<file path="config.mk">
export PLATFORM = sky130hd
export DESIGN_NAME = flt_to_fix
export DESIGN_NICKNAME = d
export VERILOG_FILES = /design/src/rtl/flt_pkg.sv /design/src/rtl/flt_to_fix_shift.sv /design/src/rtl/flt_to_fix.sv
export SDC_FILE = /design/constraint.sdc
export NUM_CORES = 1
export LEC_CHECK = 0
export BUFFER_PORTS_ARGS = -buffer_cell sky130_fd_sc_hd__buf_2
export CORE_MARGIN = 4
export CORE_UTILIZATION = 60
export DETAILED_ROUTE_END_ITERATION = 8
export GPL_TIMING_DRIVEN = 0
export HOLD_SLACK_MARGIN = 0.15
export PLACE_DENSITY = 0.76
export SYNTH_ARGS = -nofsm -noshare
export SYNTH_HDL_FRONTEND = slang
export SYNTH_SLANG_ARGS = --single-unit
</file>
<file path="constraint.sdc">
create_clock -name clk -period 3.5 [get_ports clk]
set_input_delay 0.35 -clock clk [delete_from_list [all_inputs] [get_ports clk]]
set_output_delay 0.35 -clock clk [all_outputs]
set_load 0.01 [all_outputs]
</file>
<file path="src/rtl/flt_pkg.sv">
// Shared types and constants for the half-float to Q8.8 converter.
// Used by flt_to_fix and flt_to_fix_shift.
package flt_pkg;

    localparam int EXP_W    = 5;
    localparam int MANT_W   = 10;
    localparam int FIX_W    = 16;
    localparam int FIX_FRAC = 8;
    localparam int FLT_BIAS = 15;

    // Exponent at which {1,mant} is already aligned to Q8.8
    localparam logic [EXP_W-1:0] EXP_Q   = EXP_W'(FLT_BIAS + MANT_W - FIX_FRAC);
    // Exponent from which the magnitude no longer fits in Q8.8
    localparam logic [EXP_W-1:0] EXP_SAT = EXP_W'(FLT_BIAS + MANT_W - FIX_FRAC + FIX_W - MANT_W - 1);

    localparam logic [EXP_W-1:0] L_CAP = 5'd5;
    localparam logic [EXP_W-1:0] R_CAP = 5'd12;

    localparam logic [FIX_W-1:0] SAT_POS = 16'h7FFF;
    localparam logic [FIX_W-1:0] SAT_NEG = 16'h8000;

    typedef enum logic [2:0] {
        IDLE,
        RD_HI,
        RD_LO,
        SHIFT,
        FIX,
        WR_HI,
        WR_LO
    } state_t;

    // Number of one-bit shift cycles needed for a given exponent
    function automatic logic [3:0] shift_cnt(input logic [EXP_W-1:0] e);
        logic [EXP_W-1:0] d;
        if (e >= EXP_Q) begin
            d = e - EXP_Q;
            shift_cnt = (d > L_CAP) ? L_CAP[3:0] : d[3:0];
        end else begin
            d = EXP_Q - e;
            shift_cnt = (d > R_CAP) ? R_CAP[3:0] : d[3:0];
        end
    endfunction

endpackage

</file>
<file path="src/rtl/flt_to_fix_shift.sv">
// Serial magnitude shifter, one bit per step, left or right.
// FLT2FIX_ROUND_EN adds guard/sticky tracking and round-half-even.
module flt_to_fix_shift (
    input  logic              clk,
    input  logic              reset,
    input  logic              load,
    input  logic              step,
    input  logic              left,
    input  logic [10:0]       m_in,
    output logic [16:0]       mag
);
    import flt_pkg::*;

    logic [FIX_W-1:0] val;

`ifdef FLT2FIX_ROUND_EN
    logic guard;
    logic sticky;

    // Load the significand, then shift while keeping the bits shifted out
    always_ff @(posedge clk or negedge reset) begin
        if (!reset) begin
            val    <= '0;
            guard  <= 1'b0;
            sticky <= 1'b0;
        end else if (load) begin
            val    <= {{(FIX_W-MANT_W-1){1'b0}}, m_in};
            guard  <= 1'b0;
            sticky <= 1'b0;
        end else if (step) begin
            if (left) begin
                val <= {val[FIX_W-2:0], 1'b0};
            end else begin
                val    <= {1'b0, val[FIX_W-1:1]};
                guard  <= val[0];
                sticky <= sticky | guard;
            end
        end
    end

    assign mag = {1'b0, val} + {{FIX_W{1'b0}}, guard & (sticky | val[0])};
`else
    // Load the significand, then shift; dropped bits are discarded
    always_ff @(posedge clk or negedge reset) begin
        if (!reset) begin
            val <= '0;
        end else if (load) begin
            val <= {{(FIX_W-MANT_W-1){1'b0}}, m_in};
        end else if (step) begin
            if (left) val <= {val[FIX_W-2:0], 1'b0};
            else      val <= {1'b0, val[FIX_W-1:1]};
        end
    end

    assign mag = {1'b0, val};
`endif

endmodule

</file>
<file path="src/rtl/flt_to_fix.sv">
// Memory-mapped half-float to Q8.8 converter: read, shift, fix, write.
// Optional FLT2FIX_ROUND_EN selects round-to-nearest-even on right shifts.
module flt_to_fix #(
    parameter logic [7:0] IN_ADDR  = 8'd128,
    parameter logic [7:0] OUT_ADDR = 8'd130
) (
    input  logic       clk,
    input  logic       reset,
    input  logic       start,
    output logic       done,
    output logic [7:0] mem_addr,
    output logic       mem_rd,
    output logic       mem_wr,
    output logic [7:0] mem_wdata,
    input  logic [7:0] mem_rdata
);
    import flt_pkg::*;

    state_t state, nxt;

    logic [7:0]       hi;
    logic [3:0]       cnt;
    logic [FIX_W-1:0] result;
    logic [FIX_W-1:0] fix_val;
    logic [FIX_W:0]   mag;
    logic [EXP_W-1:0] e;
    logic             sign;
    logic             skip;
    logic             ld;
    logic             stp;

    assign sign = hi[7];
    assign e    = hi[6:2];
    assign skip = (e == EXP_Q) | (e == '0) | (e == '1);

    flt_to_fix_shift u_shift (
        .clk   (clk),
        .reset (reset),
        .load  (ld),
        .step  (stp),
        .left  (e >= EXP_Q),
        .m_in  ({1'b1, hi[1:0], mem_rdata}),
        .mag   (mag)
    );

    // Special exponents, saturation and sign application
    always_comb begin
        fix_val = '0;
        if (e == '0) begin
            fix_val = '0;
        end else if ((e == '1) || (e >= EXP_SAT)) begin
            fix_val = sign ? SAT_NEG : SAT_POS;
        end else if (mag > {1'b0, SAT_POS}) begin
            fix_val = sign ? SAT_NEG : SAT_POS;
        end else if (sign) begin
            fix_val = ~mag[FIX_W-1:0] + 16'd1;
        end else begin
            fix_val = mag[FIX_W-1:0];
        end
    end

    // Next-state and memory strobes
    always_comb begin
        nxt       = state;
        mem_rd    = 1'b0;
        mem_wr    = 1'b0;
        mem_addr  = '0;
        mem_wdata = '0;
        ld        = 1'b0;
        stp       = 1'b0;
        unique case (state)
            IDLE: begin
                if (start) nxt = RD_HI;
            end
            RD_HI: begin
                mem_rd   = 1'b1;
                mem_addr = IN_ADDR;
                nxt      = RD_LO;
            end
            RD_LO: begin
                mem_rd   = 1'b1;
                mem_addr = IN_ADDR + 8'd1;
                ld       = 1'b1;
                nxt      = skip ? FIX : SHIFT;
            end
            SHIFT: begin
                stp = 1'b1;
                if (cnt == 4'd1) nxt = FIX;
            end
            FIX: begin
                nxt = WR_HI;
            end
            WR_HI: begin
                mem_wr    = 1'b1;
                mem_addr  = OUT_ADDR;
                mem_wdata = result[15:8];
                nxt       = WR_LO;
            end
            WR_LO: begin
                mem_wr    = 1'b1;
                mem_addr  = OUT_ADDR + 8'd1;
                mem_wdata = result[7:0];
                nxt       = IDLE;
            end
            default: nxt = IDLE;
        endcase
    end

    // State, captured operand, shift counter, result and done flag
    always_ff @(posedge clk or negedge reset) begin
        if (!reset) begin
            state  <= IDLE;
            hi     <= '0;
            cnt    <= '0;
            result <= '0;
            done   <= 1'b0;
        end else begin
            state <= nxt;
            if (state == RD_HI) hi <= mem_rdata;
            if (state == RD_LO) cnt <= shift_cnt(e);
            if (state == SHIFT) cnt <= cnt - 4'd1;
            if (state == FIX) result <= fix_val;
            if ((state == IDLE) && start) done <= 1'b0;
            else if (state == WR_LO) done <= 1'b1;
        end
    end

endmodule

</file>
# Yosys cells after proc, flatten, opt, wreduce, memory -nomap -nowiden
# Index checks and enable logic that the tools add are counted.
[word_totals] regBits=48 inputBits=11 output_inout_bits=19
[op_classes] n_addsub=4 n_lt_le_gt_ge=5 n_eq_ne=11 mux=25 bitwise=3 reduce_logical=10
[ops] operator="2-to-1 mux 16 bit" count=8
[ops] operator="case mux 8 bit (4 select lines)" count=1
[ops] operator="2-to-1 mux 4 bit" count=5
[ops] operator="case mux 3 bit (6 select lines)" count=1
[ops] operator="adder 16 x 1 -> 16 bit, second input constant" count=1
[ops] operator="greater-than comparator 16 x 15 -> 1 bit, second input constant" count=1
[ops] operator="inverter 16 bit" count=1
[ops] operator="case mux 8 bit (2 select lines)" count=1
[ops] operator="== test 5 bit, second input constant" count=2
[ops] operator="greater-or-equal comparator 5 bit, second input constant" count=2
[ops] operator="== test 3 bit, second input constant" count=3
[ops] operator="2-to-1 mux 3 bit" count=3
[ops] operator="== test 3 x 2 -> 1 bit, second input constant" count=2
[ops] operator="2-to-1 mux 1 bit" count=6
[ops] operator="nonzero test 2 bit" count=3
[ops] operator="greater-than comparator 5 x 3 -> 1 bit, second input constant" count=1
[ops] operator="greater-than comparator 5 x 4 -> 1 bit, second input constant" count=1
[ops] operator="zero test 5 bit" count=1
[ops] operator="subtractor 5 bit, first input constant" count=1
[ops] operator="subtractor 5 bit, second input constant" count=1
[ops] operator="== test 4 x 1 -> 1 bit, second input constant" count=1
[ops] operator="inequality test 2 bit, second input constant" count=2
[ops] operator="OR reduction 2 bit" count=2
[ops] operator="subtractor 4 x 1 -> 4 bit, second input constant" count=1
[ops] operator="6 further kinds" count=7

# Longest topological paths before layout
[logic_depth] depth_word=6 mapped_depth=8 mapped_depth_nobuf=6

# Modules after synthesis
# Synthesis repeated with hierarchy kept, for this count alone.
[unflattened] hier_cells=380 area_unflattened_um2=3328.2
[by_module_without_submodules] mod="flt_to_fix" instances=1 cells_per_inst=293 area_per_inst_um2=2414.8
[by_module_without_submodules] mod="flt_to_fix_shift" instances=1 cells_per_inst=87 area_per_inst_um2=913.4

# Least setup slack after synthesis
# OpenSTA, ideal clock, no wires.
[synth_path] path_kind="register to register" from="register hi[3]" to="register result[14]" arrival_ns=1.848 t_required_ns=3.359 setup_slack_ns=1.511 path_stages_with_launch=8 n_path_buf=1 period_less_slack_ns=1.989 cell_sequence="dfrtp_1 -> inv_1 -> ha_1 -> or4b_1 -> o311a_1 -> clkbuf_1 -> a22oi_1 -> o211ai_1"
[synth_between] elab_chain_cells=4 word_cells_on_any_way=6 cone_classes="order compare: 1; eq/ne: 1; mux: 2; reduce/logical: 2"
[synth_rtl] item="start, declared" line_no="flt_to_fix.sv:21" text="logic [7:0] hi;"
[synth_rtl] item="start signal, assigned" line_no="flt_to_fix.sv:119" text="if (state == RD_HI) hi <= mem_rdata;"
[synth_rtl] item="greater-or-equal comparator 5 bit / == test 5 bit (equally long branches)" line_no="flt_to_fix.sv:51" text="end else if ((e == '1) || (e >= EXP_SAT)) begin"
[synth_rtl] item="logical OR 1 bit" line_no="flt_to_fix.sv:51"
[synth_rtl] item="2-to-1 mux 16 bit" line_no="flt_to_fix.sv:51"
[synth_rtl] item="2-to-1 mux 16 bit *" line_no="flt_to_fix.sv:49" text="if (e == '0) begin"
[synth_rtl] item="end signal, assigned" line_no="flt_to_fix.sv:122" text="if (state == FIX) result <= fix_val;"
[synth_rtl] item="end, declared" line_no="flt_to_fix.sv:23" text="logic [FIX_W-1:0] result;"
# Every way passes the cells marked *; elsewhere a longest branch is shown, timed or not.
# A chain may end at the register's enable or synchronous reset.

# Final worst setup path
[layout_path] from="register hi[4]" to="register cnt[0]"
[layout_between] elab_chain_cells=6 word_cells_on_any_way=10 cone_classes="add/sub: 2; order compare: 3; mux: 5"
[layout_rtl] item="subtractor 5 bit (on tied branches)" line_no="flt_pkg.sv:39, flt_pkg.sv:36"
[layout_rtl] item="greater-than comparator 5 x 4 -> 1 bit / greater-than comparator 5 x 3 -> 1 bit (equally long branches)" line_no="flt_pkg.sv:40, flt_pkg.sv:37"
[layout_rtl] item="2-to-1 mux 4 bit (on tied branches)" line_no="flt_pkg.sv:40, flt_pkg.sv:37"
[layout_rtl] item="2-to-1 mux 4 bit *" line_no="flt_pkg.sv:35" text="if (e >= EXP_Q) begin"
[layout_rtl] item="2-to-1 mux 4 bit *" line_no="flt_to_fix.sv:120" text="if (state == RD_LO) cnt <= shift_cnt(e);"
[layout_rtl] item="2-to-1 mux 4 bit *" line_no="flt_to_fix.sv:121" text="if (state == SHIFT) cnt <= cnt - 4'd1;"
[layout_rtl] item="end signal, assigned" line_no="flt_to_fix.sv:120"
[layout_rtl] item="end signal, assigned" line_no="flt_to_fix.sv:121"
[layout_rtl] item="end, declared" line_no="flt_to_fix.sv:22" text="logic [3:0] cnt;"
# Every way passes the cells marked *; elsewhere a longest branch is shown, timed or not. The select of a mux whose other input is x is not followed.

==> flow_summary.ini <==
[timing]
worst-slew-pin-transition_ns = 1.059
period_share_pct = 68.83
skew_ns = 0.007215
setup_viol = 0
tns_ns = 0
fmax_mhz = 415.1
drv_slew = 0
setup_slack_ns = 1.091
maxSlewHeadroom_pct = 29.42
rsz0062_at_grt = no
fin_crit_ns = 2.409
finalHoldViolCount = 0

[drt]
wire_per_inst_um = 17.54
wl_mm = 8.367
vias = 3009
first_iter_violations = 226
viasPerCell = 6.308
drc_errors = 0
firstDrtPassIters = 6
drtAntennaViolNets = 0

[cells_and_area]
nets = 428
areaGrowthSynthToFinish_pct = 10.07
layout_common_cells = 48 x dfrtp_1, 29 x o21ai_0, 27 x clkbuf_1, 27 x buf_2, 23 x nand2_1
final_cells = 477
antennaDiodeCount = 0
post-route-util_pct = 69.38
drive_gt1_share_pct = 14.50
final_common_cell = dfrtp_1
fillCellCount = 458

[global_routing]
grt_pass1_wl_mm = 14.03
track_usage_pct = 27.24
grt_max_degree = 49
gr-total-overflow = 0
grt_pass1_vias = 2995
antenna_found_initial = 0

[logic_synthesis]
netlist_area_um2 = 3281
ys_seq_area_share_pct = 36.61
ys_ff_latch = 48
ys_types = 61
synthCells = 371
yosysWarnings = 0
synth_top_area_share_pct = 36.61
async_flop_share_pct = 100.0
synthTopCellsByArea = dfrtp_1 37%, mux2i_1 4.6%, o21ai_0 4.4%
synth_edf_count = 0
yosysTopAreaCell = dfrtp_1
avgSynthCellArea_um2 = 8.843
synth_ff_type = dfrtp_1

[placement]
io_buffer_count = 24
dp_hpwl_mm = 5.986
preCtsSetupSlack_ns = 1.145
dp.cells = 469
place.gp.congestion = 0.9160

[floorplan]
die_w_um = 81.95
start_util_pct = 63.03
die_area_um2 = 6715
die_y_um = 81.95
io_pins = 30
num_rows = 26
core_area_um2 = 5205

[setup_path]
cp-end-kind = flip-flop
critPathRequiredTime_ns = 3.71
arrival_ns = 2.61
critPathKind = flip-flop to flip-flop
start_kind = flip-flop
cp_max_fo = 10

[clock_network]
htreeDepth = 2
clk_path_buf_depth = 2
post_cts_buffers = 0
cts_resized = 0
cts_sinks = 48
clock_latency_ns = 0.31
ctsHoldBuffers = 0
clk_pin_slew_ns = 0.09
cts_tree = built
root_buffer = clkbuf_8
cts_buffers = 5

[flow_run]
maxCapViolCount = 0

[power_and_ir_drop]
ir_drop_v = 0.0004818
p_leak_nw = 1.546
power.density_nw_per_um2 = 995.4
power_mw = 3.594

[run_status]
status = finished clean

[min_path]
hp-class = input port to async pin
==> through the flow <==
step | hold slack [ns] | cell area [um2]
final | 0.2231 | 3611
after detailed placement | 0.4762 | 3503
after floorplan | 0.05441 | 3296
after CTS | 0.2713 | 3611
after global placement | 0.4712 | 3503
after global routing | 0.2872 | 3611
==> worst max-delay path: stages, from the launching register on <==
cell	delay, ns
dfrtp_1	0.47
clkbuf_1	0.39
inv_1	0.11
ha_1	0.26
nand2b_1	0.17
o31a_1	0.21
buf_2	0.33
o22ai_1	0.14
o31ai_1	0.24
==> synth_stat cells (4+ instances only) <==
cell type  instances
nand2_1           23
mux2i_1           15
clkbuf_1          26
o31a_1             4
o21ai_0           29
buf_4              5
mux2_2             9
o31ai_1            7
inv_1             16
o211ai_1           5
or3_1              5
nor3b_1           12
nand2b_1           8
a21oi_1           21
ha_1              11
nor3_1            10
dfrtp_1           48
nor2_1            21
o41ai_1            5
a22oi_1           17
nand3_1           10
nor2b_1            6
==> area by class of cell <==
cell class | count | area (um2) | share of cell area, %
multi-input combinational | 274 | 1858 | 51.46
sequential | 48 | 1201 | 33.26
buffer | 36 | 172.7 | 4.782
timing repair buffer | 24 | 120.1 | 3.326
tap | 70 | 87.58 | 2.426
clock buffer | 6 | 72.57 | 2.010
inverter | 17 | 63.81 | 1.767
clock inverter | 2 | 35.03 | 0.9702
==> flip-flops by register name, indices dropped and copies added (netlist names) <==
signal       cells
cnt              4
u_shift.val     16
state            3
result          16
hi               8
done             1
==> cell families (layout without fill, tap and decap cells) <==
family / Yosys count / count (layout) / synth area share (%)
simple gates: 113 / 113 / 18.88
xor+xnor: 4 / 4 / 1.068
other cells: 1 / 5 / 0.1143
compound gates: 117 / 117 / 24.26
buf+inv: 53 / 85 / 7.208
mux: 24 / 24 / 7.666
flops: 48 / 48 / 36.61
fa+ha+maj: 11 / 11 / 4.195
==> where the power goes <==
group	internal [mW]	switching, mW	leakage [nW]	total, mW
registers	0.807	0.254	0.594	1.06
logic	0.859	1.27	0.896	2.13
clock network	0.212	0.192	0.0552	0.404
==> layer usage <==
metal  wire length [um]  GRT usage [%]  part of all wire [%]
met5                  0              0                     0
met4                292          14.29                   3.5
met2               4000          46.20                    48
met1               3679          33.17                    44
met3                395          4.276                   4.7
==> worst paths after layout <==
check	startpoint	endpoint	slack, ns	cells past startpoint
setup / recovery	hi[4]	cnt[0]	1.09	8
hold / removal	reset	result[6]	0.22	1
setup reg to reg	hi[4]	cnt[0]	1.09	8
hold reg to reg	result[2]	result[2]	0.49	2
max in group asynchronous	reset	hi[7]	2.62	1
min in group clk	mem_rdata[2]	hi[2]	0.29	2
No activity file was read; power rests on OpenSTA's default activity.
